`config.mk`:
```
export PLATFORM = sky130hd
export DESIGN_NAME = tp84_shared_ram_arbiter
export DESIGN_NICKNAME = d
export VERILOG_FILES = /design/src/rtl/tp84_arb_pkg.sv /design/src/rtl/tp84_rr_pick2.sv /design/src/rtl/tp84_shared_ram_arbiter.sv
export SDC_FILE = /design/constraint.sdc
export NUM_CORES = 1
export LEC_CHECK = 0
export CAP_MARGIN = 15
export CORE_MARGIN = 2
export CORE_UTILIZATION = 27
export DETAILED_ROUTE_END_ITERATION = 6
export PLACE_DENSITY = 0.58
export SLEW_MARGIN = 20
export SYNTH_ARGS = -nofsm -noshare
export SYNTH_HDL_FRONTEND = slang
export SYNTH_SLANG_ARGS = --single-unit
```
`constraint.sdc`:
```
create_clock -name clk -period 2.06 [get_ports clk]
set_input_delay 0.618 -clock clk [delete_from_list [all_inputs] [get_ports clk]]
set_output_delay 0.618 -clock clk [all_outputs]
set_load 0.005 [all_outputs]
```
`src/rtl/tp84_arb_pkg.sv`:
```
// ---------------------------------------------------------------------------
// tp84_arb_pkg
// Shared definitions for the TP84 shared-RAM arbiter:
//   - owner output encodings (idle / port A / port B)
//   - arbiter state enum, whose values are the owner encodings so the state
//     register can drive the owner output directly
//   - port identifier enum used for round-robin bookkeeping
//   - access counter width (fixed, independent of the access length)
// ---------------------------------------------------------------------------
package tp84_arb_pkg;

    localparam logic [1:0] OWNER_IDLE = 2'b00;
    localparam logic [1:0] OWNER_A    = 2'b01;
    localparam logic [1:0] OWNER_B    = 2'b10;

    typedef enum logic [1:0] {
        IDLE    = OWNER_IDLE,
        GRANT_A = OWNER_A,
        GRANT_B = OWNER_B
    } arb_state_e;

    typedef enum logic {
        PORT_A = 1'b0,
        PORT_B = 1'b1
    } port_e;

    localparam int unsigned CNT_W = 4;

endpackage

```
`src/rtl/tp84_rr_pick2.sv`:
```
// ---------------------------------------------------------------------------
// tp84_rr_pick2
// Two-way round-robin picker, purely combinational.
// Ports:
//   req_a, req_b  : requests competing this cycle
//   last_grant    : port served most recently (PORT_A / PORT_B)
//   grant         : chosen port (PORT_A / PORT_B); only meaningful when at
//                   least one request is high
// ---------------------------------------------------------------------------
module tp84_rr_pick2
    import tp84_arb_pkg::*;
(
    input  logic req_a,
    input  logic req_b,
    input  logic last_grant,
    output logic grant
);

    always_comb begin
        if (req_a && req_b) begin
            // Tie: serve whichever port did not go last.
            grant = (last_grant == PORT_A) ? PORT_B : PORT_A;
        end else if (req_b) begin
            grant = PORT_B;
        end else begin
            grant = PORT_A;
        end
    end

endmodule

```
`src/rtl/tp84_shared_ram_arbiter.sv`:
```
// ---------------------------------------------------------------------------
// tp84_shared_ram_arbiter
// Arbitrates a single-port shared RAM between a main CPU (port A) and a sub
// CPU (port B). Each access holds ram_cs for ACCESS_CYC clocks, then the
// requester receives a one-cycle ack (and read data on reads). Ties are
// resolved round-robin; a request waiting on the other port is granted on
// the completion edge so back-to-back accesses have no idle gap.
// Ports:
//   clk, reset_n                 : clock, asynchronous active-low reset
//   req_x, we_x, addr_x, wdata_x : request side, x = a (main) / b (sub)
//   ack_x, rdata_x               : completion pulse, held read data
//   ram_cs, ram_we, ram_addr,
//   ram_wdata, ram_rdata         : shared-RAM interface
//   owner                        : 00 idle, 01 port A, 10 port B
// All outputs are registered.
// ---------------------------------------------------------------------------
module tp84_shared_ram_arbiter
    import tp84_arb_pkg::*;
#(
    parameter int unsigned ADDR_W     = 11,
    parameter int unsigned DATA_W     = 8,
    parameter int unsigned ACCESS_CYC = 2
) (
    input  logic              clk,
    input  logic              reset_n,
    input  logic              req_a,
    input  logic              req_b,
    input  logic              we_a,
    input  logic              we_b,
    input  logic [ADDR_W-1:0] addr_a,
    input  logic [ADDR_W-1:0] addr_b,
    input  logic [DATA_W-1:0] wdata_a,
    input  logic [DATA_W-1:0] wdata_b,
    output logic              ack_a,
    output logic              ack_b,
    output logic [DATA_W-1:0] rdata_a,
    output logic [DATA_W-1:0] rdata_b,
    output logic              ram_cs,
    output logic              ram_we,
    output logic [ADDR_W-1:0] ram_addr,
    output logic [DATA_W-1:0] ram_wdata,
    input  logic [DATA_W-1:0] ram_rdata,
    output logic [1:0]        owner
);

    localparam logic [CNT_W-1:0] CNT_LOAD = CNT_W'(ACCESS_CYC - 1);

    arb_state_e        state_q,      state_d;
    logic [CNT_W-1:0]  cnt_q,        cnt_d;
    port_e             last_grant_q, last_grant_d;
    logic              req_a_q,      req_a_d;
    logic              req_b_q,      req_b_d;
    logic              ack_a_q,      ack_a_d;
    logic              ack_b_q,      ack_b_d;
    logic              ram_cs_q,     ram_cs_d;
    logic              ram_we_q,     ram_we_d;
    logic [ADDR_W-1:0] ram_addr_q,   ram_addr_d;
    logic [DATA_W-1:0] ram_wdata_q,  ram_wdata_d;
    logic [DATA_W-1:0] rdata_a_q,    rdata_a_d;
    logic [DATA_W-1:0] rdata_b_q,    rdata_b_d;

    logic pick;
    logic start_a;
    logic start_b;

    tp84_rr_pick2 u_rr_pick2 (
        .req_a      (req_a_q),
        .req_b      (req_b_q),
        .last_grant (last_grant_q),
        .grant      (pick)
    );

    always_comb begin
        state_d      = state_q;
        cnt_d        = cnt_q;
        last_grant_d = last_grant_q;
        req_a_d      = req_a;
        req_b_d      = req_b;
        ack_a_d      = 1'b0;
        ack_b_d      = 1'b0;
        ram_cs_d     = ram_cs_q;
        ram_we_d     = ram_we_q;
        ram_addr_d   = ram_addr_q;
        ram_wdata_d  = ram_wdata_q;
        rdata_a_d    = rdata_a_q;
        rdata_b_d    = rdata_b_q;
        start_a      = 1'b0;
        start_b      = 1'b0;

        unique case (state_q)
            IDLE: begin
                if (req_a_q || req_b_q) begin
                    start_a = (pick == PORT_A);
                    start_b = (pick == PORT_B);
                end
            end
            GRANT_A: begin
                if (cnt_q == '0) begin
                    ack_a_d      = 1'b1;
                    last_grant_d = PORT_A;
                    state_d      = IDLE;
                    ram_cs_d     = 1'b0;
                    ram_we_d     = 1'b0;
                    if (!ram_we_q) begin
                        rdata_a_d = ram_rdata;
                    end
                    // The sample taken now still shows the request being
                    // completed; drop it so only a req seen in the ack cycle
                    // counts as a new request.
                    req_a_d = 1'b0;
                    start_b = req_b_q;
                end else begin
                    cnt_d = cnt_q - CNT_W'(1);
                end
            end
            GRANT_B: begin
                if (cnt_q == '0) begin
                    ack_b_d      = 1'b1;
                    last_grant_d = PORT_B;
                    state_d      = IDLE;
                    ram_cs_d     = 1'b0;
                    ram_we_d     = 1'b0;
                    if (!ram_we_q) begin
                        rdata_b_d = ram_rdata;
                    end
                    req_b_d = 1'b0;
                    start_a = req_a_q;
                end else begin
                    cnt_d = cnt_q - CNT_W'(1);
                end
            end
            default: begin
                state_d = IDLE;
            end
        endcase

        // A new grant (from idle or as a direct hand-over on a completion
        // edge) overrides the strobe deassertion above.
        if (start_a) begin
            state_d     = GRANT_A;
            ram_cs_d    = 1'b1;
            ram_we_d    = we_a;
            ram_addr_d  = addr_a;
            ram_wdata_d = wdata_a;
            cnt_d       = CNT_LOAD;
        end else if (start_b) begin
            state_d     = GRANT_B;
            ram_cs_d    = 1'b1;
            ram_we_d    = we_b;
            ram_addr_d  = addr_b;
            ram_wdata_d = wdata_b;
            cnt_d       = CNT_LOAD;
        end
    end

    always_ff @(posedge clk or negedge reset_n) begin
        if (!reset_n) begin
            state_q      <= IDLE;
            cnt_q        <= '0;
            last_grant_q <= PORT_B;
            req_a_q      <= 1'b0;
            req_b_q      <= 1'b0;
            ack_a_q      <= 1'b0;
            ack_b_q      <= 1'b0;
            ram_cs_q     <= 1'b0;
            ram_we_q     <= 1'b0;
            ram_addr_q   <= '0;
            ram_wdata_q  <= '0;
            rdata_a_q    <= '0;
            rdata_b_q    <= '0;
        end else begin
            state_q      <= state_d;
            cnt_q        <= cnt_d;
            last_grant_q <= last_grant_d;
            req_a_q      <= req_a_d;
            req_b_q      <= req_b_d;
            ack_a_q      <= ack_a_d;
            ack_b_q      <= ack_b_d;
            ram_cs_q     <= ram_cs_d;
            ram_we_q     <= ram_we_d;
            ram_addr_q   <= ram_addr_d;
            ram_wdata_q  <= ram_wdata_d;
            rdata_a_q    <= rdata_a_d;
            rdata_b_q    <= rdata_b_d;
        end
    end

    assign ack_a     = ack_a_q;
    assign ack_b     = ack_b_q;
    assign rdata_a   = rdata_a_q;
    assign rdata_b   = rdata_b_q;
    assign ram_cs    = ram_cs_q;
    assign ram_we    = ram_we_q;
    assign ram_addr  = ram_addr_q;
    assign ram_wdata = ram_wdata_q;
    assign owner     = state_q;

endmodule
```
Word level (Yosys, flattened, before mapping)
Cells that the tools add are included.
- bits of input ports: 52
- logic and storage cells: 74
- flip-flop bits (word level): 48
- output and inout bits: 41
- bitwise gates (word level): 2
- add/sub/neg operators: 1
- multiplexer cells: 36
- equality and inequality tests: 7
- reduce and logical (&&, ||, !) cells: 15
- operators with widths (operator ; count):
    $mux 11 ; 2
    $mux 1 ; 21
    $mux 4 ; 4
    $mux 8 ; 2
    $reduce_and 3->1 ; 3
    $mux 2 ; 3
    $ne 3x3->1 const B ; 2
    $pmux 1 s2 ; 3
    $reduce_and 2->1 ; 3
    $reduce_bool 3->1 ; 2
    $logic_not 4->1 ; 1
    $ne 2x2->1 const B ; 2
    $ne 4x1->1 const B ; 1
    $pmux 2 s2 ; 1
    $reduce_bool 2->1 ; 2
    $sub 4x1->4 const B ; 1
    $eq 2x1->1 const B ; 1
    $eq 2x2->1 const B ; 1
    $logic_not 2->1 ; 1
    $not 1->1 ; 2
    $reduce_or 2->1 ; 1
    $logic_and 1x1->1 ; 1
    $logic_or 1x1->1 ; 1

Depth between registers and ports, before layout
- depth in word-level cells: 7
- gate-level depth with buffers: 9
- mapped depth without buffers: 8

By module
A second synthesis with hierarchy kept.
- cells, all modules: 205
- area, all modules: 2326.0 um^2
- by module, submodules not included (module ; area an instance (um^2) ; times used ; cells each):
    tp84_shared_ram_arbiter ; 2314.7 ; 1 ; 204
    tp84_rr_pick2 ; 11.3 ; 1 ; 1

Worst setup path before layout
OpenSTA, ideal clock, no wires.
- path type: register to register
- start point: register cnt_q[0]
- end point: register ram_addr_q[0], in the netlist ram_addr[0]
- setup time: 0.125 ns
- buffers on the path: 1
- setup slack: 0.078 ns
- arrival: 1.857 ns
- stages on the path, launching flop included: 10
- required time: 1.935 ns
- period minus slack after synthesis: 1.982 ns
- cells stage by stage: dfrtp_1 inv_1 ha_1 nor3b_4 nand2_2 clkinv_2 o21ai_4 buf_6 mux2_4 mux2_2
- word-level cells in the longest chain between the ends: 4
- elaborated cells on any way between the ends: 7
- ends and longest elaborated chain (element ; RTL line ; RTL):
    from (decl) ; tp84_shared_ram_arbiter.sv:49 ; logic [CNT_W-1:0] cnt_q, cnt_d;
    from (signal assigned) ; tp84_shared_ram_arbiter.sv:173 ; cnt_q <= cnt_d;
    $logic_not 4->1 (*) ; tp84_shared_ram_arbiter.sv:98, tp84_shared_ram_arbiter.sv:117 ;
    $mux 1 (on tied branches) ; tp84_shared_ram_arbiter.sv:117, tp84_shared_ram_arbiter.sv:98 ;
    $pmux 1 s2 ; tp84_shared_ram_arbiter.sv:90 ; unique case (state_q)
    $mux 11 or $reduce_bool 2->1 (tied branches) ; - ;
    to (signal assigned) ; tp84_shared_ram_arbiter.sv:181 ; ram_addr_q <= ram_addr_d;
    to (decl) ; tp84_shared_ram_arbiter.sv:57 ; logic [ADDR_W-1:0] ram_addr_q, ram_addr_d;
Mark *: on every way between the ends. The rest lies on a longest branch, timed or not.
A chain may end at the register's enable or synchronous reset.

Worst setup path after layout
- start point: register cnt_q[1]
- end point: register ram_wdata_q[0], in the netlist ram_wdata[0]
- word-level cells in the longest chain between the ends: 4
- elaborated cells on any way between the ends: 7
- ends and longest elaborated chain (element ; RTL line ; RTL):
    $logic_not 4->1 (*) ; tp84_shared_ram_arbiter.sv:98, tp84_shared_ram_arbiter.sv:117 ;
    $mux 1 (on tied branches) ; tp84_shared_ram_arbiter.sv:117, tp84_shared_ram_arbiter.sv:98 ;
    $pmux 1 s2 ; tp84_shared_ram_arbiter.sv:90 ;
    $mux 8 or $reduce_bool 2->1 (tied branches) ; - ;
    to (signal assigned) ; tp84_shared_ram_arbiter.sv:182 ; ram_wdata_q <= ram_wdata_d;
    to (decl) ; tp84_shared_ram_arbiter.sv:58 ; logic [DATA_W-1:0] ram_wdata_q, ram_wdata_d;
Marked as above.

==> metrics list <==
- Endpoint of the most critical register-to-register path: ram_wdata[0]
- Most used flip-flop cell after synthesis: sky130_fd_sc_hd__dfrtp_1
- Max Slew Vio Count: 0
- Maximum fanout along the worst path: 5
* Critical path start-end classification: reg -> reg
* HPWL after detailed placement: 3.93 mm
- Num rows: 33
* Cell leakage power: around 1.6 nW
- Number of setup violations in the final report: 0
* Slew @ Worst Pin: 0.529 ns
- The final count of hold timing violations came to 0.
- The worst-case IR drop observed on VDD is 499 µV.
- GP Congestion: 0.724
* Most frequent cells in the layout: sky130_fd_sc_hd__clkdlybuf4s50_1 (91), sky130_fd_sc_hd__dfrtp_1 (47), sky130_fd_sc_hd__mux2_2 (36), sky130_fd_sc_hd__mux2_4 (20), sky130_fd_sc_hd__buf_4 (13)
* Longest Clk Path Bufs: 2
- Crit Reg-Reg Startpoint: cnt_q[1]
* CTS Sinks: 48
* Antenna violations before repair: 0
- After synthesis the cells add up to 2260 µm².
- Via count of the first global-routing pass: 1754
- Each instance of the synthesized netlist takes up on average 14.6 µm².
* Maximum capacitance violations: 0
- For this configuration, the core starts out at a cell density of 0.276.
* Most frequent standard cell in the layout excluding fill and tap cells: sky130_fd_sc_hd__clkdlybuf4s50_1
- Deepest level of the CTS H-tree: 2
* Register area share after synthesis: 0.533
* Time the worst path needs with I/O delays and setup: around 2.0 ns
* Root cell of the clock tree: sky130_fd_sc_hd__clkbuf_8
* Largest net degree at the start of global routing: 28
- In this run the vertical extent of the chip is 95.4 µm.
- Detailed-routing iteration count for the pre-antenna-repair pass: 4
- The first global-routing pass estimated 8.78 mm of wire.
- The core region is 8180 µm².
* Worst setup EP type: register
- Die Outline Area: 9100 µm²
- The filler cells instantiated in the layout total 773.
* Count of flip-flops with a built-in enable after synthesis: 0
- In this run the tightest slew margin relative to its limit is 0.647.
- For the worst setup path, the data required time is 2.25 ns.
- Boundary Pins: 93
- Number of vias in the routed layout: approximately 1600
- The number of nets handed over by synthesis was 210.
- Gate count of the mapped netlist: 154
* WP data arrival: 2.20 ns
* Antenna fix cells: 0
- Of the available clock period, the critical path in the final layout requires 0.977.
* Launching element type of the critical path: register
- Compared with the post-synthesis result, the final layout area differs by 59.2%.
- In the final routed layout, each cell accounts on average for between 10 and 15 µm.
* Worst-skew pair later-pin latency: 0.30 ns
- Depth of the worst register-to-register path: 10
- The setup check on the worst reg-to-reg path leaves a slack of approximately 0.047 ns.
- Once layout is complete, the utilization of the core stands at 0.439.
- Adding up every negative setup slack in the final design gives 0 ns.
- TritonCTS built the clock tree.
- Static timing analysis puts the maximum clock frequency at 497 MHz.
* Die W: 95.4 µm
- In this design, the stage delay of the slowest critical-path cell is between 0.3 and 0.4 ns.
- Pwr per Cell Area: 1390 nW/µm²
* Initial drt markers: 38
- Layout cell share with drive strength beyond 1: 0.356
- Cts-stage hold buffer count: 0
* Antenna-violating nets left: 0
- Clock slew at the register clock pins of the worst setup and hold paths: around 0.09 ns
- Crit path cell chain: inv_2 > ha_4 > nor3b_4 > nand2_2 > inv_4 > o21ai_4 > buf_6 > buf_16 > mux2_4 > mux2_2
- Final WL: 5.55 mm
- Number of unique standard cell types used by synthesis: 30
- In the routed design, unresolved DRC markers number 0.
- In the final design database the tool counted 325 nets.
- FFs w/ async S/R, synth: 1.00
* Class of the worst hold path: in -> async
- Total overflow reported by the global router: 0
* RSZ-0062 raised after global routing: yes
* Register bit count reported by yosys: 48
- In the routed layout, each cell is associated on average with a via count of 4.29.
- The number of clock buffers added by TritonCTS is 5.
- On the final layout, the worst clock skew is between 0.004 and 0.005 ns.
- Total routing usage reported by global routing: 0.126
* Warnings from Yosys: 0
- Port buffering added 92 buffers.
- Slowest cell on crit path: sky130_fd_sc_hd__dfrtp_1
- The run finished with clean final reports.
-- through the flow --
step	setup slack [ns]	hold slack, ns	instances	area, µm²	power [mW]
finish	0.0468	0.291	375	3590	4.99
CTS	0.0164	0.315	373	3590	5.07
global route	-0.0347	0.333	375	3590	5.35
detailed placement	-0.0173	0.463	359	3410	4.28
global placement	-0.0130	0.456	359	3410	4.25
floorplan	0.0778	0.322	154	2260	3.02
-- flip-flops by register name, summed over array words and instances, names as in the netlist, 2 cells and up --
name / cells
ram_wdata: 8
ram_addr: 11
cnt_q: 4
rdata_b: 8
owner: 2
rdata_a: 8
-- synth_stat cells (all sizes together), types with 2 or more instances --
cell type	count	share of area
mux2	56	0.31
dfrtp	47	0.52
inv	6	0.010
nand2	6	0.011
nor2	5	0.011
buf	4	0.017
ha	4	0.022
o21ai	4	0.014
a21boi	3	0.015
a21oi	3	0.0067
nor3	3	0.0067
nor3b	2	0.012
-- routing by layer --
metal,share of wire,global-route usage
met1,0.44,0.167
met2,0.50,0.207
met3,0.046,0.0285
met4,0.011,0.0321
met5,0,0
-- area by class of cell --
| class | instances | area [µm²] | area share |
|---|---|---|---|
| clock buffer | 8 | 90.1 | 0.0251 |
| inverter | 7 | 28.8 | 0.00801 |
| timing repair buffer | 112 | 1130 | 0.314 |
| tap | 105 | 131 | 0.0366 |
| multi-input combinational | 95 | 1010 | 0.282 |
| sequential | 48 | 1200 | 0.335 |
-- worst max-delay path by stage --
stage	slack, ns	startpoint	cells past startpoint	end
2_1_floorplan	0.08	cnt_q[0]	9	ram_addr[0]
3_3_place_gp	-0.01	cnt_q[0]	9	ram_wdata[2]
3_5_place_dp	-0.02	cnt_q[0]	9	ram_wdata[1]
4_1_cts	0.02	cnt_q[0]	10	ram_addr[9]
5_1_grt	-0.03	cnt_q[0]	10	ram_addr[7]
6_report	0.05	cnt_q[1]	10	ram_wdata[0]
-- where the power goes --
part | switching (mW) | leakage, nW | internal [mW]
Clock | 0.311 | 0.0455 | 0.275
Sequential | 0.268 | 0.580 | 1.39
Combinational | 0.883 | 0.942 | 1.87
-- cell families (layout without fill, tap and decap cells) --
group / Yosys count / in the layout / synth area share
flip-flops: 48 / 48 / 0.533
multiplexers: 56 / 56 / 0.309
XOR/XNOR: 1 / 1 / 0.00388
AO/OA/AOI/OAI: 13 / 13 / 0.0466
AND/OR/NAND/NOR: 21 / 21 / 0.0560
adder cells (fa/ha/maj): 4 / 4 / 0.0222
buffers and inverters: 11 / 127 / 0.0288
-- repair_timing --
action | 4_1_cts | 5_1_grt
setup endpoints to repair | 4 | 20
setup buffers | 4 | 5
gates cloned | 2 | 0
resized for setup | 5 | 10
pin swaps | 2 | 2
-- worst max-delay path, delay by kind of cell, from the launching register on --
kind | cells | cell delay (ns)
AOI/OAI and AO/OA | 1 | 0.21
adders and majority gates | 1 | 0.15
buffers and inverters | 4 | 0.36
DFF | 1 | 0.38
muxes | 2 | 0.54
and+or+nand+nor | 2 | 0.26
(Power assumes the default switching activity.)
